### src/rtl/mips32_prog_loader.sv
// Program loader for the two-phase pipelined MIPS32 core.
// Streams instruction words into the core memory from address 0 while the
// core is held, pulses the PC/branch-state initialise, releases the core and
// reports completion once the core retires HLT.
module mips32_prog_loader #(
  parameter int         AW     = 10,
  parameter logic [5:0] HLT_OP = 6'h3f
) (
  input  logic          clk1,
  input  logic          reset,
  input  logic          start,
  input  logic          s_valid,
  input  logic [31:0]   s_data,
  input  logic          s_last,
  output logic          s_ready,
  output logic          mem_we,
  output logic [AW-1:0] mem_addr,
  output logic [31:0]   mem_wdata,
  output logic          cpu_hold,
  output logic          cpu_pc_load,
  input  logic          cpu_halted,
  output logic          busy,
  output logic          done,
  output logic          overflow,
  output logic [AW:0]   word_count
);

  typedef enum logic [2:0] {
    S_IDLE,
    S_LOAD,
    S_LAUNCH,
    S_RUN,
    S_DONE,
    S_ERR
  } state_t;

  state_t        r_state;
  state_t        w_state_next;
  logic [AW-1:0] r_addr;
  logic [AW:0]   r_count;
  logic          w_accept;
  logic          w_term;
  logic          w_at_top;
  logic          w_clear;

  // A beat in the reset cycle must never reach memory.
  assign w_accept   = s_valid & s_ready & ~reset;
  assign w_term     = s_last | (s_data[31:26] == HLT_OP);
  assign w_at_top   = &r_addr;

  assign mem_we     = w_accept;
  assign mem_addr   = r_addr;
  assign mem_wdata  = s_data;
  assign word_count = r_count;

  // State register.
  always_ff @(posedge clk1) begin
    if (reset) begin
      r_state <= S_IDLE;
    end else begin
      r_state <= w_state_next;
    end
  end

  // Next-state and per-state outputs; hold is forced during reset so the core
  // stops in the same cycle reset is seen.
  always_comb begin
    w_state_next = r_state;
    s_ready      = 1'b0;
    cpu_hold     = 1'b1;
    cpu_pc_load  = 1'b0;
    busy         = 1'b0;
    done         = 1'b0;
    overflow     = 1'b0;
    w_clear      = 1'b0;
    case (r_state)
      S_IDLE: begin
        if (start) begin
          w_clear      = 1'b1;
          w_state_next = S_LOAD;
        end
      end
      S_LOAD: begin
        s_ready = 1'b1;
        busy    = 1'b1;
        if (s_valid) begin
          // Termination takes priority: a last word in the top slot launches.
          if (w_term) begin
            w_state_next = S_LAUNCH;
          end else if (w_at_top) begin
            w_state_next = S_ERR;
          end
        end
      end
      S_LAUNCH: begin
        cpu_pc_load  = 1'b1;
        busy         = 1'b1;
        w_state_next = S_RUN;
      end
      S_RUN: begin
        cpu_hold = 1'b0;
        busy     = 1'b1;
        if (cpu_halted) begin
          w_state_next = S_DONE;
        end
      end
      S_DONE: begin
        done = 1'b1;
        if (start) begin
          w_clear      = 1'b1;
          w_state_next = S_LOAD;
        end
      end
      S_ERR: begin
        overflow = 1'b1;
        if (start) begin
          w_clear      = 1'b1;
          w_state_next = S_LOAD;
        end
      end
      default: begin
        w_state_next = S_IDLE;
      end
    endcase
    if (reset) begin
      cpu_hold = 1'b1;
    end
  end

  // Write address and session word count; the address wraps on overflow while
  // the count keeps its extra bit to report a full memory.
  always_ff @(posedge clk1) begin
    if (reset) begin
      r_addr  <= '0;
      r_count <= '0;
    end else if (w_clear) begin
      r_addr  <= '0;
      r_count <= '0;
    end else if (w_accept) begin
      r_addr  <= r_addr + AW'(1);
      r_count <= r_count + (AW+1)'(1);
    end
  end

endmodule
### config.mk
export PLATFORM = sky130hd
export DESIGN_NAME = mips32_prog_loader
export DESIGN_NICKNAME = d
export VERILOG_FILES = /design/src/rtl/mips32_prog_loader.sv
export SDC_FILE = /design/constraint.sdc
export NUM_CORES = 1
export LEC_CHECK = 0
export ABC_CLOCK_PERIOD_IN_PS = 2600
export BUFFER_PORTS_ARGS = -buffer_cell sky130_fd_sc_hd__buf_2
export CAP_MARGIN = 25
export CORE_MARGIN = 2
export CORE_UTILIZATION = 40
export DETAILED_ROUTE_END_ITERATION = 8
export GPL_ROUTABILITY_DRIVEN = 0
export GPL_TIMING_DRIVEN = 0
export PLACE_DENSITY = 0.81
export SLEW_MARGIN = 25
export SYNTH_ARGS = -nofsm -noshare
export SYNTH_HDL_FRONTEND = slang
export SYNTH_SLANG_ARGS = --single-unit
### constraint.sdc
create_clock -name clk1 -period 2.6 [get_ports clk1]
set_input_delay 0.26 -clock clk1 [delete_from_list [all_inputs] [get_ports clk1]]
set_output_delay 0.26 -clock clk1 [all_outputs]
set_load 0.01 [all_outputs]
### Yosys cells after proc, flatten, opt, wreduce, memory -nomap -nowiden

Cells that the tools add are included.

* bits in registers: 24
* input port bits: 38
* output and inout bits: 60
* logic and storage cells: 40

* $add $sub $neg: 2
* equality and inequality tests: 10
* mux-type cells: 15
* bitwise operators: 4
* reductions and logical operators: 6

Operators by type and width (number)
* $mux W3: 5
* $pmux W3 S4: 1
* $add A11 B1 Y11 const B: 1
* $add A10 B1 Y10 const B: 1
* $reduce_and A10 Y1: 1
* $mux W1: 9
* $eq A3 B2 Y1 const B: 2
* $eq A3 B3 Y1 const B: 2
* $eq A6 B6 Y1 const B: 1
* $reduce_or A3 Y1: 2
* $ne A2 B2 Y1 const B: 2
* $reduce_and A4 Y1: 1
* $eq A3 B1 Y1 const B: 1
* $logic_not A3 Y1: 1
* $ne A3 B3 Y1 const B: 1
* $and A1 B1 Y1: 2
* $ne A2 B1 Y1 const B: 1
* $reduce_or A2 Y1: 1
* $not A1 Y1: 1
* $or A1 B1 Y1: 1

### Depth between registers and ports, before layout

Gate-level depths: netlist of the first run.

* depth after elaboration: 5
* gate-level depth with buffers: 6
* mapped depth without buffers: 5

### Least setup slack after synthesis of the first run

Ideal clock, no wire load.

* path type: flip-flop to flip-flop
* start point: reg r_state[0]
* end point: reg r_addr[8] (netlist: mem_addr[8])
* setup time: 70 ps
* data arrival time: 1741 ps
* data required time: 2530 ps
* slack: 789 ps
* cell stages (with the launch flop): 7
* buffers on the path: 2
* period minus slack after synthesis: 1811 ps
* path through: dfxtp_1 -> buf_6 -> or3b_4 -> or3_1 -> clkbuf_2 -> or3_1 -> a21oi_1

* longest elaborated chain between the ends: 4
* elaborated cells on any way between the ends: 10
* classes of those cells: eq/ne: 3; mux: 2; bitwise: 2; reduce/logical: 3

Ends and longest elaborated chain
* start: declaration: line 37 `state_t r_state;`
* start signal: assignment: line 61 `r_state <= w_state_next;`
* $eq A3 B3 Y1, or another cell as far along: line 76 `case (r_state)`
* $reduce_or A3 Y1 (no line) / $mux W1 (equally long branches)
* $mux W1 / $and A1 B1 Y1 (equally long branches)
* $reduce_or A2 Y1 (no line) / $and A1 B1 Y1 (equally long branches)
* end signal: assignment: line 140 `r_addr <= r_addr + AW'(1);`
* end: declaration: line 39 `logic [AW-1:0] r_addr;`

Several ways; a longest one is shown, not always the timed one.
A chain may end at the register's enable or synchronous reset.

### Worst setup path after layout of the first run

Same ends and word-level chain as after synthesis.

==> results of run 1 <==
worst reg2reg max path, stage by stage (launching register included):
cell and delay (ns):
sky130_fd_sc_hd__dfxtp_1 0.33, sky130_fd_sc_hd__buf_6 0.12, sky130_fd_sc_hd__or3b_4 0.41, sky130_fd_sc_hd__or3_1 0.35
sky130_fd_sc_hd__clkbuf_2 0.15, sky130_fd_sc_hd__or3_1 0.34, sky130_fd_sc_hd__a21oi_1 0.13
metal layers:
layer / wire [um] / up-vias / share of wire / GRT usage
li1: - / 736 / - / -
met1: 1430 / 672 / 0.43 / 0.185
met2: 1630 / 49 / 0.49 / 0.281
met3: 231 / 5 / 0.069 / 0.0382
met4: 51 / 0 / 0.015 / 0.0691
met5: 0 / - / 0 / 0
stage by stage:
stage | hold slack, ns | power, W | cell area (um^2) | util
2_1_floorplan | 0.431 | 0.000545 | 1480 | -
3_5_place_dp | 0.481 | 0.000614 | 1890 | 0.525
3_3_place_gp | 0.469 | 0.000610 | 1890 | 0.525
4_1_cts | 0.195 | 0.000832 | 1930 | 0.536
6_report | 0.203 | 0.000828 | 1930 | 0.536
5_1_grt | 0.203 | 0.000871 | 1930 | 0.536
power breakdown:
part,switching (W),internal (W)
Clock,0.000119,0.000104
Sequential,0.0000110,0.000377
Combinational,0.000109,0.000107
registers in the layout (all words and copies together), names as in the netlist:
signal / flops
mem_addr: 10
r_state: 3
word_count: 11
layout by cell type (no fill, tap or decap), drive strengths merged, types with 3 or more instances in the layout:
master    n
xnor2     4
dfxtp    24
nor2     24
clkbuf    7
or3       5
nand2     8
nand3     9
o21ai     4
o211ai    3
nor2b     3
a21oi     5
and4      3
xor2      9
buf     105
nor3      5
cell type report:
type / count / area (um^2)
plain buffers: 39 / 283
fillers: 368 / 1670
multi-input cells: 114 / 712
clock buffers: 3 / 41.3
well taps: 48 / 60.1
flip-flops and latches: 24 / 480
inverters: 2 / 7.51
repair buffers: 70 / 350
worst min-delay path by stage:
stage / slack [ns] / cells past startpoint / end
after floorplan: 0.43 / 3 / r_state[2]
final: 0.20 / 2 / r_state[1]
after detailed placement: 0.48 / 2 / r_state[1]
after global placement: 0.47 / 2 / word_count[10]
after CTS: 0.20 / 2 / r_state[1]
after global routing: 0.20 / 2 / r_state[1]
cell families (layout without fill, tap and decap cells):
family	count (synthesis)	in the layout	share of synthesized area
AND/OR/NAND/NOR	77	77	0.285
buffers and inverters	41	114	0.196
flip-flops	24	24	0.324
AO/OA/AOI/OAI	20	20	0.0869
XOR/XNOR	13	13	0.0768
adder cells (fa/ha/maj)	2	2	0.0169
multiplexers	2	2	0.0143
Yosys cell counts, drive strengths merged (2+ instances only):
| master | number |
|---|---|
| xnor2 | 4 |
| ha | 2 |
| dfxtp | 24 |
| a21oi | 5 |
| and2 | 2 |
| nor3b | 2 |
| a31oi | 2 |
| and4 | 3 |
| nor3 | 5 |
| nor4 | 2 |
| nand3 | 9 |
| nand4 | 2 |
| o31ai | 2 |
| or3 | 5 |
| nand2b | 2 |
| xor2 | 9 |
| nor2b | 3 |
| nand2 | 8 |
| clkbuf | 4 |
| inv | 2 |
| or4 | 2 |
| o211ai | 3 |
| buf | 35 |
| o21ai | 4 |
| nor2 | 24 |
==> flow_summary.json, run 1 <==
{
  "synth_flop_cell": "sky130_fd_sc_hd__dfxtp_1",
  "post_cts_buffers": 0,
  "setup.worst_path.end": "mem_addr[8]",
  "yosysSeqAreaShare": 0.324,
  "cts.repair.resized": 0,
  "route.vias.total": 1462,
  "residual_drc_count": 0,
  "cts_hold_repair.buffers": 0,
  "top_level_ports": 98,
  "grt_pass1_vias": 1186,
  "ir_drop_v": 0.000280,
  "period_needed_ns": 1.90,
  "worst-path-max-fanout": 10,
  "crit_path_top_delay_cell": "sky130_fd_sc_hd__or3b_4",
  "timing.critical_path.mode_cell": "sky130_fd_sc_hd__or3_1",
  "hold_violations": 0,
  "source_of_the_worst_hold_timing_path": "reset",
  "timing.critical_path.to_type": "register",
  "grt_pass1_wl_mm": 5.23,
  "hpwlAfterDp_mm": 2.61,
  "die_width_um": 64.9,
  "finalWirelength_mm": 3.34,
  "grt_max_degree": 13,
  "place.port_buffers": 70,
  "cts-root-buf": "sky130_fd_sc_hd__clkbuf_8",
  "n_antenna_cell": 0,
  "worst_setup_hold_path_clk_slew_ns": 0.08,
  "netlist_top_cells_area": "sky130_fd_sc_hd__dfxtp_1 (32%), sky130_fd_sc_hd__buf_4 (16%), sky130_fd_sc_hd__nor2_1 (6.1%)",
  "mappedNetlistArea_um2": 1480,
  "cp-start-kind": "register",
  "netlist-cell-type-count": 44,
  "total_negative_setup_slack_ns": 0,
  "critical_path.n_buffers_inverters": 2,
  "post-route-period-util": 0.731,
  "final.setup.worst_slack_ns": 0.698,
  "placementRows": 22,
  "worst-r2r-setup-slack_ns": 0.70,
  "timing.critical_path.depth": 6,
  "postSynth.asyncResetShare": 0,
  "synthToLayoutAreaGrowth_pct": 30.5,
  "synth_area_per_cell_um2": 8.28,
  "synth_top_cell_by_area": "sky130_fd_sc_hd__dfxtp_1",
  "r2r-start": "r_state[0]",
  "drive_above_1_share": 0.452,
  "fin_worst_skew_ns": 0.00228,
  "dp_slack_ns": 0.710,
  "worst_ep_required_time_ns": 2.80,
  "routed_vias_inst": 4.87,
  "dieHeight_um": 64.9,
  "route.detailed.wl_per_inst_um": 11.1,
  "worst_slew_pin_slew_ns": 0.495,
  "cap_violations": 0,
  "synth_warnings": 0,
  "antenna_found_initial": 0,
  "drt_iter0_drc": 58,
  "power.leakage_nw": 0.918,
  "cts.path.max_buffers": 2,
  "power-per-cell-area_nw_per_um2": 428,
  "critPathArrivalTime_ns": 2.11,
  "min_path_type": "in2reg",
  "post_route_antenna_net_violation_count": 0,
  "clock-sinks": 24,
  "post_layout_nonfiller_instances": 300,
  "die-area_um2": 4210,
  "nets": 294,
  "critical_path.top_delay_family": "simple AND/OR/NAND/NOR gates",
  "tritoncts": "done",
  "report.final.setup_viol": 0,
  "rr_endpoint": "mem_addr[8]",
  "cp-startpoint": "r_state[0]",
  "maxClockFrequency_ghz": 0.526,
  "ys_seq_elements": 24,
  "placed_cells_incl_taps": 297,
  "timing.max_slew.rel_slack": 0.670,
  "synth.top_cell.area_share": 0.324,
  "path_class": "reg2reg",
  "initial_core_util": 0.411,
  "net_count_synth": 219,
  "h-tree-depth": 1,
  "total_track_usage": 0.160,
  "synth_instances": 179,
  "cts-buffers-inserted": 3,
  "global_route.overflow_total": 0,
  "finalMaxSlewViolations": 0,
  "synth-edff-count": 0,
  "critical_path.cell_chain": "buf_6 -> or3b_4 -> or3_1 -> clkbuf_2 -> or3_1 -> a21oi_1",
  "placeableCoreArea_um2": 3610,
  "insertion_delay_of_the_later_clocked_pin_in_the_worst_skew_pair_ns": 0.27,
  "rsz0062_at_grt": "no",
  "critical-path-max-stage-delay_ns": 0.41,
  "outcome": "complete, no violations",
  "depth_of_the_most_critical_reg_to_reg_path": 6,
  "detail_route.first_pass.iterations": 4
}
(Power assumes the default switching activity.)
==> run 2, diff against run 1 <==
ABC_CLOCK_PERIOD_IN_PS = 1700   (was 2600)
CORE_UTILIZATION = 38   (was 40)
clock period = 1.7 ns   (was 2.6 ns; I/O delays follow)
==> run 2 against run 1 <==
Against the previous run: critical endpoint is now mem_addr[9]; sequential share of layout area is 0.63 points lower; clock-buffer cell count stayed put; critical path depth is 2 lower.
==> flow_summary.json, run 2 (same netlist as run 1, synthesis figures left out) <==
{
  "residual_drc_count": 0,
  "timing.max_slew.rel_slack": 0.665,
  "critical-path-max-stage-delay_ns": 0.40,
  "cts-root-buf": "sky130_fd_sc_hd__clkbuf_8",
  "top_usage_layer": "met2",
  "place.port_buffers": 70,
  "report.final.setup_viol": 0,
  "grt_util_met1": 0.192,
  "clock-sinks": 24,
  "synthToLayoutAreaGrowth_pct": 35.9,
  "routed_vias_inst": 4.83,
  "h-tree-depth": 1,
  "drive_above_1_share": 0.510,
  "grt_pass1_wl_mm": 5.58,
  "maxClockFrequency_ghz": 0.600,
  "nets": 296,
  "finalMaxSlewViolations": 0,
  "path_class": "reg2reg",
  "critical_path.n_buffers_inverters": 0,
  "worst_setup_hold_path_clk_slew_ns": 0.08,
  "grt_max_degree": 15,
  "cap_violations": 0,
  "grt.met2_usage": 0.290,
  "period_needed_ns": 1.67,
  "post-route-period-util": 0.981,
  "global_route.overflow_total": 0,
  "total_negative_setup_slack_ns": 0,
  "cts-buffers-inserted": 3,
  "outcome": "complete, no violations",
  "groute.layer.met3.usage": 0.0321,
  "worst_slew_pin_slew_ns": 0.500,
  "top_level_ports": 98,
  "antenna_found_initial": 0,
  "crit_path_top_delay_cell": "sky130_fd_sc_hd__or3b_4",
  "timing.critical_path.to_type": "register",
  "ir_drop_v": 0.000358,
  "timing.critical_path.mode_cell": "sky130_fd_sc_hd__or3_4",
  "postLayoutCoreUtil": 0.542,
  "insertion_delay_of_the_later_clocked_pin_in_the_worst_skew_pair_ns": 0.27,
  "tritoncts": "done",
  "critPathArrivalTime_ns": 1.88,
  "finalWirelength_mm": 3.57,
  "die_width_um": 66.5,
  "placeableCoreArea_um2": 3720,
  "hpwlAfterDp_mm": 2.78,
  "worst_ep_required_time_ns": 1.91,
  "drt_iter0_drc": 68,
  "post_route_antenna_net_violation_count": 0,
  "cp-start-kind": "register",
  "initial_core_util": 0.399,
  "dieHeight_um": 66.5,
  "hold_violations": 0,
  "total_track_usage": 0.162,
  "grt_pass1_vias": 1293,
  "cts.path.max_buffers": 2,
  "detail_route.first_pass.iterations": 4,
  "die-area_um2": 4420,
  "route.vias.total": 1462,
  "critical_path.cell_chain": "or3b_4 -> or3_4 -> or3_4 -> a21oi_2",
  "route.detailed.wl_per_inst_um": 11.8,
  "rsz0062_at_grt": "yes",
  "layout.cells.most_common": "sky130_fd_sc_hd__buf_2",
  "largest_register_ffs": 11,
  "fin_worst_skew_ns": 0.00507,
  "worst-path-max-fanout": 6,
  "placementRows": 22,
  "power.leakage_nw": 0.959,
  "min_path_type": "in2reg",
  "n_antenna_cell": 0,
  "critical_path.top_delay_family": "simple AND/OR/NAND/NOR gates",
  "worst-r2r-setup-slack_ns": 0.03,
  "power-per-cell-area_nw_per_um2": 723,
  "number_of_fill_cells": 371,
  "layout_common_cells": "sky130_fd_sc_hd__buf_2 (72), sky130_fd_sc_hd__buf_4 (37), sky130_fd_sc_hd__nor2_1 (24), sky130_fd_sc_hd__dfxtp_1 (20)",
  "power_w": 0.00146
}
==> run 2: cell count changes in the layout (fill, tap and decap cells not counted), sizes merged <==
cell,previous run,this run
buf,105,110
bufinv,0,1
clkbuf,7,4
==> run 2: per-layer routing <==
metal | vias to the layer above | routed length, um
met3 | 3 | 250
met5 | - | 0
met2 | 53 | 1790
met4 | 0 | 32
li1 | 737 | -
met1 | 669 | 1490
==> run 2: cell type report <==
type / count / area, um^2 / share of cell area
sequential: 24 / 488 / 0.242
multi-input combinational: 114 / 734 / 0.364
buffer: 36 / 267 / 0.132
timing repair buffer: 75 / 388 / 0.192
clock buffer: 3 / 41.3 / 0.0205
inverter: 2 / 7.51 / 0.00372
tap: 48 / 60.1 / 0.0298
clock inverter: 1 / 30.0 / 0.0149
==> run 2: per-stage QoR <==
stage,instance area (um^2),hold slack [ns],instances,setup slack [ns]
2_1_floorplan,1490,0.341,179,-0.0186
3_3_place_gp,1900,0.391,297,-0.149
3_5_place_dp,1900,0.388,297,-0.165
4_1_cts,1990,0.0938,302,0.0191
5_1_grt,2020,0.117,303,-0.00814
6_report,2020,0.106,303,0.0331
==> run 2: what timing repair did <==
item,in CTS,in global routing
hold buffers,0,0
buffers inserted,4,1
pin swaps,2,1
endpoints found under the setup margin,14,5
gates resized for setup,6,8
==> run 2: worst paths after layout <==
path	endpoint	cells past startpoint	start
setup / recovery	mem_addr[9]	4	r_state[0]
hold / removal	r_state[0]	2	reset
setup reg to reg	mem_addr[9]	4	r_state[0]
hold reg to reg	word_count[10]	2	word_count[10]
==> run 2: report_power, final <==
group          leakage [nW]  internal (W)  total, W  switching [W]
Combinational         0.728      0.000179  0.000349       0.000170
Clock                0.0357      0.000315  0.000506       0.000191
Sequential            0.196      0.000580  0.000602      0.0000216
Total                 0.959       0.00107   0.00146       0.000383
